<file path="src/rtl/uart_cmd_decoder_if.sv">
// =============================================================================
// Module : uart_cmd_decoder_if
// Brief  : Receive, transmit and register-file signals of the command decoder.
// Rev    : 1.0  initial release
// =============================================================================
`default_nettype none

interface uart_cmd_decoder_if;
  logic [17:0] rx_data;
  logic        rx_empty;
  logic        uld_rx_data;
  logic [17:0] tx_data;
  logic        ld_tx_data;
  logic        tx_busy;
  logic [7:0]  reg_addr;
  logic [7:0]  reg_wdata;
  logic        reg_we;
  logic [7:0]  reg_rdata;
  logic [7:0]  perr_cnt;
  logic [7:0]  aerr_cnt;

  // Decoder side.
  modport master (
    input  rx_data, rx_empty, tx_busy, reg_rdata,
    output uld_rx_data, tx_data, ld_tx_data, reg_addr, reg_wdata, reg_we,
           perr_cnt, aerr_cnt
  );

  // UART and register-file side.
  modport slave (
    output rx_data, rx_empty, tx_busy, reg_rdata,
    input  uld_rx_data, tx_data, ld_tx_data, reg_addr, reg_wdata, reg_we,
           perr_cnt, aerr_cnt
  );
endinterface

`default_nettype wire

</file>
<file path="src/rtl/uart_cmd_decoder.sv">
// =============================================================================
// Module : uart_cmd_decoder
// Brief  : Unloads UART frames, checks parity, does config register writes and
//          reads, and queues read replies. UART_CMD_ECHO_EN adds write echoes.
// Rev    : 1.0  initial release
// =============================================================================
`default_nettype none

module uart_cmd_decoder #(
  parameter int NUMREGS = 9
) (
  input  wire                  clk,
  input  wire                  reset_n,
  uart_cmd_decoder_if.master   cmd_if
);

  typedef enum logic [2:0] {
    S_IDLE    = 3'd0,
    S_UNLOAD  = 3'd1,
    S_CAPTURE = 3'd2,
    S_DECODE  = 3'd3,
    S_WRITE   = 3'd4,
    S_READ    = 3'd5,
    S_TX_WAIT = 3'd6,
    S_TX_HOLD = 3'd7
  } state_t;

  localparam logic [8:0] C_NUMREGS = 9'(NUMREGS);

  state_t      state_q, state_d;
  logic [17:0] frame_q, frame_d;
  logic [17:0] reply_q, reply_d;
  logic        perr_inc_q, perr_inc_d;
  logic        aerr_inc_q, aerr_inc_d;
  logic [7:0]  perr_cnt_q;
  logic [7:0]  aerr_cnt_q;

  logic [7:0]  w_addr;
  logic [7:0]  w_data;
  logic        w_wrb;
  logic        w_par_bad;
  logic        w_addr_oob;

  assign w_addr     = frame_q[16:9];
  assign w_data     = frame_q[8:1];
  assign w_wrb      = frame_q[0];
  assign w_par_bad  = ^frame_q;
  assign w_addr_oob = ({1'b0, w_addr} >= C_NUMREGS);

  // Reply frames carry even parity across all 18 bits.
  function automatic logic [17:0] mk_frame(input logic [7:0] addr,
                                           input logic [7:0] data,
                                           input logic       wrb);
    mk_frame = {^{addr, data, wrb}, addr, data, wrb};
  endfunction

  always_ff @(posedge clk or negedge reset_n) begin
    if (!reset_n) begin
      state_q    <= S_IDLE;
      frame_q    <= '0;
      reply_q    <= '0;
      perr_inc_q <= 1'b0;
      aerr_inc_q <= 1'b0;
    end else begin
      state_q    <= state_d;
      frame_q    <= frame_d;
      reply_q    <= reply_d;
      perr_inc_q <= perr_inc_d;
      aerr_inc_q <= aerr_inc_d;
    end
  end

  always_comb begin
    state_d    = state_q;
    frame_d    = frame_q;
    reply_d    = reply_q;
    perr_inc_d = 1'b0;
    aerr_inc_d = 1'b0;
    case (state_q)
      S_IDLE: begin
        if (!cmd_if.rx_empty) state_d = S_UNLOAD;
      end
      S_UNLOAD: begin
        state_d = S_CAPTURE;
      end
      S_CAPTURE: begin
        frame_d = cmd_if.rx_data;
        state_d = S_DECODE;
      end
      S_DECODE: begin
        if (w_par_bad) begin
          perr_inc_d = 1'b1;
          state_d    = S_IDLE;
        end else if (w_addr_oob) begin
          aerr_inc_d = 1'b1;
          if (w_wrb) begin
            reply_d = mk_frame(w_addr, 8'h00, 1'b1);
            state_d = S_TX_WAIT;
          end else begin
            state_d = S_IDLE;
          end
        end else if (w_wrb) begin
          state_d = S_READ;
        end else begin
          state_d = S_WRITE;
        end
      end
      S_WRITE: begin
`ifdef UART_CMD_ECHO_EN
        reply_d = mk_frame(w_addr, w_data, 1'b0);
        state_d = S_TX_WAIT;
`else
        state_d = S_IDLE;
`endif
      end
      S_READ: begin
        reply_d = mk_frame(w_addr, cmd_if.reg_rdata, 1'b1);
        state_d = S_TX_WAIT;
      end
      S_TX_WAIT: begin
        if (!cmd_if.tx_busy) state_d = S_TX_HOLD;
      end
      S_TX_HOLD: begin
        // Hold the load request until a slow-clocked transmitter acknowledges.
        if (cmd_if.tx_busy) state_d = S_IDLE;
      end
      default: begin
        state_d = S_IDLE;
      end
    endcase
  end

  // Counter updates trail the decode decision by one edge; both saturate.
  always_ff @(posedge clk or negedge reset_n) begin
    if (!reset_n) begin
      perr_cnt_q <= 8'h00;
      aerr_cnt_q <= 8'h00;
    end else begin
      if (perr_inc_q && (perr_cnt_q != 8'hFF)) perr_cnt_q <= perr_cnt_q + 8'h01;
      if (aerr_inc_q && (aerr_cnt_q != 8'hFF)) aerr_cnt_q <= aerr_cnt_q + 8'h01;
    end
  end

  assign cmd_if.uld_rx_data = (state_q == S_UNLOAD);
  assign cmd_if.reg_we      = (state_q == S_WRITE);
  assign cmd_if.ld_tx_data  = (state_q == S_TX_HOLD);
  assign cmd_if.reg_addr    = w_addr;
  assign cmd_if.reg_wdata   = w_data;
  assign cmd_if.tx_data     = reply_q;
  assign cmd_if.perr_cnt    = perr_cnt_q;
  assign cmd_if.aerr_cnt    = aerr_cnt_q;

endmodule

`default_nettype wire

</file>
<file path="src/flat_wrapper.sv">
// flat-port wrapper written by rule: the top's interface ports become plain ports
module uart_cmd_decoder_flat 
#(
  parameter int NUMREGS = 9
)
  (clk, reset_n, cmd_if_rx_data, cmd_if_rx_empty, cmd_if_tx_busy, cmd_if_reg_rdata, cmd_if_uld_rx_data, cmd_if_tx_data, cmd_if_ld_tx_data, cmd_if_reg_addr, cmd_if_reg_wdata, cmd_if_reg_we, cmd_if_perr_cnt, cmd_if_aerr_cnt);
  uart_cmd_decoder_if cmd_if_i ();
  input  wire clk;
  input  wire reset_n;
  input wire logic [$bits(cmd_if_i.rx_data)-1:0] cmd_if_rx_data;
  input wire logic [$bits(cmd_if_i.rx_empty)-1:0] cmd_if_rx_empty;
  input wire logic [$bits(cmd_if_i.tx_busy)-1:0] cmd_if_tx_busy;
  input wire logic [$bits(cmd_if_i.reg_rdata)-1:0] cmd_if_reg_rdata;
  output wire logic [$bits(cmd_if_i.uld_rx_data)-1:0] cmd_if_uld_rx_data;
  output wire logic [$bits(cmd_if_i.tx_data)-1:0] cmd_if_tx_data;
  output wire logic [$bits(cmd_if_i.ld_tx_data)-1:0] cmd_if_ld_tx_data;
  output wire logic [$bits(cmd_if_i.reg_addr)-1:0] cmd_if_reg_addr;
  output wire logic [$bits(cmd_if_i.reg_wdata)-1:0] cmd_if_reg_wdata;
  output wire logic [$bits(cmd_if_i.reg_we)-1:0] cmd_if_reg_we;
  output wire logic [$bits(cmd_if_i.perr_cnt)-1:0] cmd_if_perr_cnt;
  output wire logic [$bits(cmd_if_i.aerr_cnt)-1:0] cmd_if_aerr_cnt;
  assign cmd_if_i.rx_data = cmd_if_rx_data;
  assign cmd_if_i.rx_empty = cmd_if_rx_empty;
  assign cmd_if_i.tx_busy = cmd_if_tx_busy;
  assign cmd_if_i.reg_rdata = cmd_if_reg_rdata;
  assign cmd_if_uld_rx_data = cmd_if_i.uld_rx_data;
  assign cmd_if_tx_data = cmd_if_i.tx_data;
  assign cmd_if_ld_tx_data = cmd_if_i.ld_tx_data;
  assign cmd_if_reg_addr = cmd_if_i.reg_addr;
  assign cmd_if_reg_wdata = cmd_if_i.reg_wdata;
  assign cmd_if_reg_we = cmd_if_i.reg_we;
  assign cmd_if_perr_cnt = cmd_if_i.perr_cnt;
  assign cmd_if_aerr_cnt = cmd_if_i.aerr_cnt;
  uart_cmd_decoder #(.NUMREGS(NUMREGS)) u_core (.clk(clk), .reset_n(reset_n), .cmd_if(cmd_if_i));
endmodule
</file>
<file path="config.mk">
export PLATFORM = sky130hd
export DESIGN_NAME = uart_cmd_decoder_flat
export DESIGN_NICKNAME = d
export VERILOG_FILES = /design/src/rtl/uart_cmd_decoder_if.sv /design/src/rtl/uart_cmd_decoder.sv /design/src/flat_wrapper.sv
export SDC_FILE = /design/constraint.sdc
export NUM_CORES = 1
export LEC_CHECK = 0
export ABC_AREA = 1
export CAP_MARGIN = 20
export CORE_MARGIN = 3
export CORE_UTILIZATION = 52
export CTS_CLUSTER_SIZE = 25
export DETAILED_ROUTE_END_ITERATION = 8
export PLACE_DENSITY = 0.85
export SYNTH_ARGS = -nofsm -noshare
export SYNTH_HDL_FRONTEND = slang
export SYNTH_SLANG_ARGS = --single-unit
export TNS_END_PERCENT = 50
</file>
<file path="constraint.sdc">
create_clock -name clk -period 2.4 [get_ports clk]
set_input_delay 0.48 -clock clk [delete_from_list [all_inputs] [get_ports clk]]
set_output_delay 0.48 -clock clk [all_outputs]
set_load 0.05 [all_outputs]
</file>
# After elaboration in Yosys (flattened, before gate mapping)
# Cells that the tools add are included.
# totals
register_bits,57
latch_bits,0
mem_bits_rw,0
romBits,0
input_bits,30
output_inout_bits,53
word_cells,51
mem_count,0
# classes
add_sub_neg,2
mul,0
n_div,0
magnitude_cmp,1
n_eq_ne,15
n_shift,0
muxes,17
bitwise,0
reduce_logical,9
# ops
cell,count
two-way mux 18 bit,3
one-hot mux 18 bit (2 select lines),1
parity 17 bit,2
one-hot mux 3 bit (8 select lines),1
two-way mux 3 bit,6
parity 18 bit,1
adder 8 x 1 -> 8 bit (second input constant),2
inequality test 8 bit (second input constant),2
== test 3 bit (second input constant),4
greater-or-equal comparator 8 x 4 -> 1 bit (second input constant),1
inequality test 2 bit (second input constant),4
== test 3 x 2 -> 1 bit (second input constant),2
two-way mux 1 bit,6
inequality test 2 x 1 -> 1 bit (second input constant),2
AND reduction 4 bit,1
== test 3 x 1 -> 1 bit (second input constant),1
zero test 3 bit,1
AND reduction 3 bit,1
logical AND 1 bit,2
nonzero test 2 bit,1

# Longest topological paths before layout
# Gate-level depths: netlist of run 1.
# logic_depth
word_depth,5
depth_mapped,15
depth_no_buf,14

# Least setup slack after synthesis of run 1
# OpenSTA, ideal clock, no wires.
# synth_timing
path_kind,register to output
start,register u_core.state_q[1]
end,output port cmd_if_ld_tx_data
arrival_ns,1.534
t_required_ns,1.920
path_slack_ns,0.386
path_stages_with_launch,3
path_buffers,0
cell_sequence,dfrtp_1 > inv_1 > nor3_1
# synth_between
elab_chain_len,1
# synth_lines
item,line_no,source
"start, declared",uart_cmd_decoder.sv:30,"state_t state_q, state_d;"
"start signal, assigned",uart_cmd_decoder.sv:65,state_q <= state_d;
== test 3 bit,uart_cmd_decoder.sv:146,assign cmd_if.ld_tx_data = (state_q == S_TX_HOLD);
"end, declared",flat_wrapper.sv:16,output wire logic [$bits(cmd_if_i.ld_tx_data)-1:0] cmd_if_ld_tx_data;
# Every way passes these cells.

# Final worst setup path of run 1
# layout_timing
start,register u_core.state_q[2]
end,output port cmd_if_reg_we
# layout_between
elab_chain_len,1
# layout_lines
item,line_no,source
== test 3 bit,uart_cmd_decoder.sv:145,assign cmd_if.reg_we = (state_q == S_WRITE);
"end, declared",flat_wrapper.sv:19,output wire logic [$bits(cmd_if_i.reg_we)-1:0] cmd_if_reg_we;
# Every way passes these cells.

==> summary.txt, run 1 <==
Status
  – Status: completed

Cells and area
  – Antenna fix cells: 0
  – Fraction of layout cells with a size suffix above 1: 0.07930
  – Number of nets in the layout: 482
  – # fillers: 439
  – Core Util, Final: 0.7240
  – Non-filler cells, final: 526
  – Multi-input combinational cell area: 0.001339 mm²
  – Post-layout instance area: 0.004060 mm²
  – Seq. cell area: 0.001426 mm²
  – Area delta synth->final: 32.61%

Critical path
  – Crit end category: primary output
  – FF-to-FF Start: u_core.frame_q[6]$_DFFE_PN0P_
  – Reg2Reg Setup Slack: 0.39 ns
  – Reg2reg path depth: 13
  – Cell family with most CP delay: buffers and inverters
  – Worst path depth: 3
  – Arrival time worst endpoint: 1.80 ns
  – Worst path slowest cell: clkdlybuf4s50_1
  – Largest stage delay, worst path: 0.83 ns
  – CP required: 1.92 ns
  – Startpoint types: register
  – Cell breakdown of the critical path: inv_1 > nor3_1 > clkdlybuf4s50_1
  – CP max FO: 8
  – Crit path buf inv count: 2
  – Setup CP Type: register to primary output
  – Reg2reg end: u_core.cmd_if.tx_data[15]$_DFFE_PN0P_

Clocking
  – Total CTS buffers: 9
  – Post-CTS setup buffer count: 0
  – TritonCTS Sinks: 57
  – CTS tree: yes
  – CTS root buf: clkbuf_8
  – CTS Buffer Depth: 2
  – Skew-Pair Late Insertion Delay: 0.33 ns
  – Clock-pin slew on the worst setup and hold paths: 0.06 ns
  – CTS H-tree lvls: 3

Timing
  – Setup TNS Final: 0 ns
  – Max-slew violation count: 0
  – Worst Max-Slew Pin Slew: 0.6711 ns
  – Skew final: 0.006277 ns
  – Final setup fails: 0
  – Fmax: 437.7 MHz
  – Fin worst setup slack: 0.1154 ns
  – Final hold slack: 0.1825 ns
  – RSZ-0062 raised after global routing: false
  – Rel. slew slack: 0.5526
  – Final Hold Violating Endpoints: 0
  – Period utilization: 0.9519
  – Minimum clock period: 2.285 ns

Placed design
  – Number of cells after detailed placement: 511
  – Placer Congestion: 0.7911
  – Detailed placement HPWL: 4861 µm
  – Pre-CTS setup slack: 0.3760 ns
  – Dpl cell area: 0.003841 mm²
  – # port buffers: 82

Power
  – Sw Share: 0.5057
  – Leakage: 2.030 nW
  – Combinational power share: 0.603
  – Reg power frac: 0.257
  – Clock share of power: 0.140
  – Total Power: 6.795 mW
  – Sw Pwr: 3.436 mW
  – Worst vdd ir: 1.108 mV
  – Internal power: 3.359 mW
  – Power Density: 1674 mW/mm²

Hold path
  – Hold Crit Class: input pin to async pin

Synth
  – Synth cell count leaders: nand2_1 (118), dfrtp_1 (57), nor2_1 (35)
  – Top-count cell post-synth: nand2_1
  – EDFF count, synth: 0
  – Dominant cell type by area after synthesis: dfrtp_1
  – Netlist cell types: 27
  – Mean Syn Cell Area: 8.100 µm²
  – Predominant post-synthesis flop cell: dfrtp_1
  – Mapped Area: 0.003062 mm²
  – Top post-synthesis cells by area: dfrtp_1 (47%), nand2_1 (14%), nand3_1 (5.4%)
  – Post-Syn Instances: 378
  – Async set or reset register ratio after synthesis: 1.000
  – Sequential cell area fraction in the yosys report: 0.4659
  – FF+latch count, synth: 57
  – Yosys warns: 0
  – Mapped Nets: 410
  – Yosys top cell area share: 0.4659

Floorplan
  – Die width: 82.73 µm
  – Die area: 0.006844 mm²
  – Initial core utilization: 0.5460
  – Core Footprint: 0.005608 mm²
  – Row count: 27
  – IO Count: 83
  – Die Ht: 82.73 µm

Global routing
  – First-pass GRT wire length: 10940 µm
  – Vias in the first global route: 2574
  – Antenna violations before repair: 0
  – Tot GR Track Use: 0.2105
  – Overflow after GRT: 0
  – Largest net degree at the start of global routing: 30

Routing
  – WL/cell: 12.39 µm
  – Vias: 2653
  – DR vias/cell: 5.044
  – DR pass1 iterations: 4
  – WL final: 6517 µm
  – DRT antenna net count: 0
  – Initial DRC Count: 122
  – DRC: 0

Flow run
  – Max Cap Viol: 0
power groups by stage:
stage / clock [mW] / combinational (mW) / sequential [mW]
CTS: 0.970 / 4.13 / 1.75
global placement: 0 / 4.00 / 1.74
finish: 0.948 / 4.10 / 1.75
global route: 1.00 / 4.49 / 1.82
floorplan: 0 / 2.52 / 2.39
detailed placement: 0 / 4.09 / 1.77
area by class of cell:
cell class                 count  share of cell area
tap                           72             0.02219
sequential                    57              0.3513
inverter                      36             0.03328
clock buffer                  13             0.04407
multi-input combinational    261              0.3297
clock inverter                 2            0.008629
timing repair buffer          85              0.2108
state kept, by name, indices dropped and copies added (netlist names):
register,count
u_core.cmd_if.tx_data,18
u_core.cmd_if.perr_cnt,8
u_core.perr_inc_q,1
u_core.frame_q,18
u_core.aerr_inc_q,1
u_core.cmd_if.aerr_cnt,8
u_core.state_q,3
cells in the final DEF, fill, tap and decap left out:
cell | synthesis | routed
nand3_1 | 33 | 33
nor3b_1 | 1 | 1
buf_12 | 0 | 1
nand3_2 | 1 | 1
xor2_1 | 15 | 15
mux2_2 | 8 | 8
nand3b_1 | 1 | 1
o21ai_1 | 1 | 1
inv_1 | 32 | 32
nand3_4 | 1 | 1
o21ai_0 | 3 | 3
dlymetal6s2s_1 | 0 | 2
nand2_8 | 1 | 1
clkinv_2 | 0 | 1
clkdlybuf4s50_1 | 0 | 79
nand2_1 | 118 | 118
buf_2 | 3 | 1
nor4_1 | 2 | 2
nand4_1 | 2 | 2
nand2_4 | 1 | 1
a21oi_1 | 16 | 16
ha_1 | 2 | 2
dfrtp_1 | 57 | 57
bufinv_16 | 0 | 1
inv_2 | 4 | 4
nand2_2 | 1 | 1
xnor2_1 | 14 | 14
nor2_1 | 35 | 35
buf_4 | 16 | 2
nor3_1 | 5 | 5
clkbuf_8 | 0 | 13
cells by family (layout without fill, tap and decap cells):
| family | after synthesis | count (layout) | share of synthesized area |
|---|---|---|---|
| simple gates | 202 | 202 | 0.2840 |
| xor+xnor | 29 | 29 | 0.08296 |
| compound gates | 20 | 20 | 0.03269 |
| buf+inv | 60 | 136 | 0.09685 |
| mux | 8 | 8 | 0.02942 |
| fa+ha+maj | 2 | 2 | 0.008172 |
| flops | 57 | 57 | 0.4659 |
worst max-delay path by stage:
| stage | startpoint | end | slack [ns] |
|---|---|---|---|
| 3_5_place_dp | u_core.state_q[0]$_DFFE_PN0P_ | cmd_if_uld_rx_data | 0.38 |
| 3_3_place_gp | u_core.state_q[0]$_DFFE_PN0P_ | cmd_if_uld_rx_data | 0.44 |
| 2_1_floorplan | u_core.state_q[1]$_DFFE_PN0P_ | cmd_if_ld_tx_data | 0.39 |
| 6_report | u_core.state_q[2]$_DFFE_PN0P_ | cmd_if_reg_we | 0.12 |
| 5_1_grt | u_core.state_q[2]$_DFFE_PN0P_ | cmd_if_reg_we | 0.04 |
| 4_1_cts | u_core.state_q[0]$_DFFE_PN0P_ | cmd_if_uld_rx_data | 0.01 |
layer usage:
layer | GRT usage | routed length [µm] | vias up
li1 | - | - | 1314
met3 | 0.07158 | 444 | 14
met1 | 0.2458 | 2651 | 1239
met2 | 0.3534 | 3313 | 86
met5 | 0 | 0 | -
met4 | 0.08660 | 108 | 0
timing repair:
action                     CTS  global route
resized for setup            0             2
hold buffers                 0             0
setup endpoints to repair    0             2
Note: power is estimated with default switching activity, not from simulation.
==> run 2: changes to the inputs <==
--- a/config.mk
+++ b/config.mk
@@ -5,13 +5,12 @@
 export SDC_FILE = /design/constraint.sdc
 export NUM_CORES = 1
 export LEC_CHECK = 0
-export ABC_AREA = 1
 export CAP_MARGIN = 20
 export CORE_MARGIN = 3
-export CORE_UTILIZATION = 52
+export CORE_UTILIZATION = 51
 export CTS_CLUSTER_SIZE = 25
 export DETAILED_ROUTE_END_ITERATION = 8
-export PLACE_DENSITY = 0.85
+export PLACE_DENSITY = 0.86
 export SYNTH_ARGS = -nofsm -noshare
 export SYNTH_HDL_FRONTEND = slang
 export SYNTH_SLANG_ARGS = --single-unit
==> run 2 against run 1 <==
Via count fell by 27%. Critical path depth up 3. Synthesized cell count shrank 38%. Register-to-register slack worse by 0.27 ns. Final cell count decreased by 27%. Sequential share of layout area up 2.9 points. Die area fell by 7.7%. Routed wire length down 16%. Worst hold slack lost 0.045 ns. Clock-buffer cell count is 1 lower.
==> summary.txt, run 2 <==
Timing
  – Minimum clock period: 2.277 ns (-0.007371 ns)
  – Period utilization: 0.9488 (-0.003071)
  – Final setup fails: 0 (unchanged)
  – Skew final: 0.006539 ns (+0.0002617 ns)
  – RSZ-0062 raised after global routing: false
  – Setup TNS Final: 0 ns (unchanged)
  – Rel. slew slack: 0.6363 (+0.08366)
  – Max-slew violation count: 0 (unchanged)
  – Final Hold Violating Endpoints: 0 (unchanged)
  – Fmax: 439.1 MHz (+0.32%)
  – Worst Max-Slew Pin Slew: 0.5456 ns (-0.1255 ns)

Placed design
  – Dpl cell area: 0.003570 mm² (-7.1%)
  – Placer Congestion: 0.8278 (+4.6%)
  – Detailed placement HPWL: 4047 µm (-17%)
  – # port buffers: 82 (unchanged)

Routing
  – DR pass1 iterations: 5 (+1)
  – Vias: 1929 (-27%)
  – DRT antenna net count: 0 (unchanged)
  – WL final: 5461 µm (-16%)
  – DRC: 0 (unchanged)
  – DR vias/cell: 5.010 (-0.66%)
  – Initial DRC Count: 71 (-42%)
  – WL/cell: 14.18 µm (+14%)

Global routing
  – Vias in the first global route: 1901 (-26%)
  – Antenna violations before repair: 0 (unchanged)
  – Largest net degree at the start of global routing: 35 (+17%)
  – Overflow after GRT: 0 (unchanged)
  – First-pass GRT wire length: 9073 µm (-17%)
  – Tot GR Track Use: 0.1887 (-0.02182)

Clocking
  – Total CTS buffers: 9 (unchanged)
  – CTS Buffer Depth: 2 (unchanged)
  – CTS root buf: clkbuf_8
  – Clock-pin slew on the worst setup and hold paths: 0.06 ns (about the same)
  – CTS tree: yes
  – Post-cts repair resize count: 0 (unchanged)
  – Post-CTS setup buffer count: 0 (unchanged)
  – Skew-Pair Late Insertion Delay: 0.32 ns (about the same)
  – CTS H-tree lvls: 3 (unchanged)
  – Hold_buf cts: 0 (unchanged)
  – TritonCTS Sinks: 57 (unchanged)

Synth
  – Synth cell count leaders: dfrtp_1 (57), mux2_2 (28), xnor2_1 (26)
  – Largest family of logic cells by synthesized area: XOR/XNOR gates
  – Post-synthesis simple-gate area fraction: 0.1181 (-0.1659)
  – EDFF count, synth: 0 (unchanged)
  – Top-count cell post-synth: dfrtp_1
  – Area share of xor/xnor cells in the synthesized design: 0.1308 (+0.04789)
  – Async set or reset register ratio after synthesis: 1.000 (unchanged)
  – Mapped Nets: 267 (-35%)
  – Top post-synthesis cells by area: dfrtp_1 (52%), mux2_2 (11%), xnor2_1 (8.3%)
  – Mean Syn Cell Area: 11.72 µm² (+45%)
  – Dominant cell type by area after synthesis: dfrtp_1
  – Post-Syn Instances: 235 (-38%)
  – Adder-cell share of the synthesized area: 0.009087 (+0.0009135)
  – Yosys warns: 0 (unchanged)
  – Yosys top cell area share: 0.5179 (+0.05207)
  – Compound-cell area share of the yosys netlist: 0.05407 (+0.02137)
  – Predominant post-synthesis flop cell: dfrtp_1
  – Netlist cell types: 33 (+22%)
  – Multiplexer share of the synthesized area: 0.1145 (+0.08507)
  – Mapped Area: 0.002754 mm² (-10%)
  – Sequential cell area fraction in the yosys report: 0.5179 (+0.05207)
  – FF+latch count, synth: 57 (unchanged)

Critical path
  – Reg2Reg Setup Slack: 0.12 ns (-0.27 ns)
  – Crit end category: register
  – Reg2reg path depth: 6 (-7)
  – CP max FO: 9 (+1)
  – CP required: 2.60 ns (+0.68 ns)
  – Reg2reg end: u_core.cmd_if.tx_data[12]$_DFFE_PN0P_
  – CP most frequent cell: xnor2_2
  – Worst path slowest cell: xnor3_1
  – Largest stage delay, worst path: 0.45 ns (-0.38 ns)
  – Startpoint types: register
  – Setup CP Type: register to register
  – Cell breakdown of the critical path: xnor2_1 > xnor3_1 > xnor2_2 > xnor2_2 > a21oi_4 > mux2_2
  – FF-to-FF Start: u_core.frame_q[5]$_DFFE_PN0P_
  – Arrival time worst endpoint: 2.48 ns (+0.68 ns)

Floorplan
  – Row count: 26 (-3.7%)
  – Die Ht: 79.49 µm (-3.9%)
  – Initial core utilization: 0.5324 (-0.01355)
  – Core Footprint: 0.005172 mm² (-7.8%)
  – Die width: 79.49 µm (-3.9%)
  – IO Count: 83 (unchanged)
  – Die area: 0.006318 mm² (-7.7%)

Cells and area
  – Fraction of layout cells with a size suffix above 1: 0.1873 (+0.1080)
  – Commonest non-fill, non-tap cell in the layout: clkdlybuf4s50_1
  – Seq. cell area: 0.001426 mm² (unchanged)
  – Multi-input combinational cell area: 0.001180 mm² (-12%)
  – Leading cell types in the layout, fill and taps excluded: clkdlybuf4s50_1 (79), dfrtp_1 (57), mux2_2 (28), xnor2_1 (26), nand2_1 (25)
  – Post-layout instance area: 0.003750 mm² (-7.6%)
  – Number of nets in the layout: 343 (-29%)
  – # fillers: 368 (-16%)
  – Antenna fix cells: 0 (unchanged)
  – Area delta synth->final: 36.17%

Status
  – Status: completed

Hold path
  – Hold Crit Class: input pin to async pin

Flow run
  – Max Cap Viol: 0 (unchanged)
[run 2: area by class of cell]
type	count	share of cell area
multi-input combinational	154	0.3146
tap	70	0.02336
sequential	57	0.3804
timing repair buffer	89	0.2336
clock buffer	12	0.04404
clock inverter	3	0.004004
[run 2: cells by family after synthesis]
| family | Yosys count |
|---|---|
| buffers and inverters | 24 |
| adder cells (fa/ha/maj) | 2 |
| XOR/XNOR | 37 |
| AND/OR/NAND/NOR | 64 |
| flip-flops | 57 |
| multiplexers | 28 |
| AO/OA/AOI/OAI | 23 |
[run 2: worst max path at each step]
stage,slack [ns],from,endpoint,cells after the start
after floorplan,0.12,u_core.state_q[0]$_DFFE_PN0P_,cmd_if_uld_rx_data,2
after global placement,0.17,u_core.frame_q[5]$_DFFE_PN0P_,u_core.cmd_if.tx_data[15]$_DFFE_PN0P_,6
final,0.12,u_core.frame_q[5]$_DFFE_PN0P_,u_core.cmd_if.tx_data[12]$_DFFE_PN0P_,6
after detailed placement,0.11,u_core.frame_q[5]$_DFFE_PN0P_,u_core.cmd_if.tx_data[12]$_DFFE_PN0P_,6
after global routing,0.02,u_core.frame_q[5]$_DFFE_PN0P_,u_core.cmd_if.tx_data[12]$_DFFE_PN0P_,6
after CTS,0.11,u_core.frame_q[5]$_DFFE_PN0P_,u_core.cmd_if.tx_data[12]$_DFFE_PN0P_,6
[run 2: critical path, delay by kind of cell (launching register included)]
kind	cells	cell delay, ns
DFF	1	0.40
muxes	1	0.38
xor gates and xnor gates	4	1.06
AOI/OAI and AO/OA	1	0.32
[run 2: layer usage]
layer	global-route usage	up-vias	share of wire
met2	0.2947	68	0.48
met3	0.03950	8	0.057
met5	0	-	0
met4	0.1048	0	0.019
met1	0.2444	913	0.45
li1	-	940	-
[run 2: stage by stage]
| step | instances | utilization | worst slack [ns] | hold slack (ns) |
|---|---|---|---|---|
| final | 385 | 0.7250 | 0.1228 | 0.1375 |
| after global routing | 385 | 0.7250 | 0.01632 | 0.1730 |
| after CTS | 385 | 0.7250 | 0.1052 | 0.1543 |
| after detailed placement | 370 | 0.6901 | 0.1059 | 0.4755 |
| after global placement | 370 | 0.6901 | 0.1718 | 0.4638 |
| after floorplan | 235 | - | 0.1191 | 0.1844 |
Power of run 2 is not shown: default switching activity piles up to over one toggle a cycle in this logic, so the estimate is an artifact.
==> run 3: changes to the inputs <==
--- a/config.mk
+++ b/config.mk
@@ -5,12 +5,13 @@
 export SDC_FILE = /design/constraint.sdc
 export NUM_CORES = 1
 export LEC_CHECK = 0
+export ABC_AREA = 1
 export CAP_MARGIN = 20
 export CORE_MARGIN = 3
-export CORE_UTILIZATION = 51
+export CORE_UTILIZATION = 52
 export CTS_CLUSTER_SIZE = 25
 export DETAILED_ROUTE_END_ITERATION = 8
-export PLACE_DENSITY = 0.86
+export PLACE_DENSITY = 0.85
 export SYNTH_ARGS = -nofsm -noshare
 export SYNTH_HDL_FRONTEND = slang
 export SYNTH_SLANG_ARGS = --single-unit
==> results of run 3 <==
Final layout, timing and power as in run 1 (identical DEF).
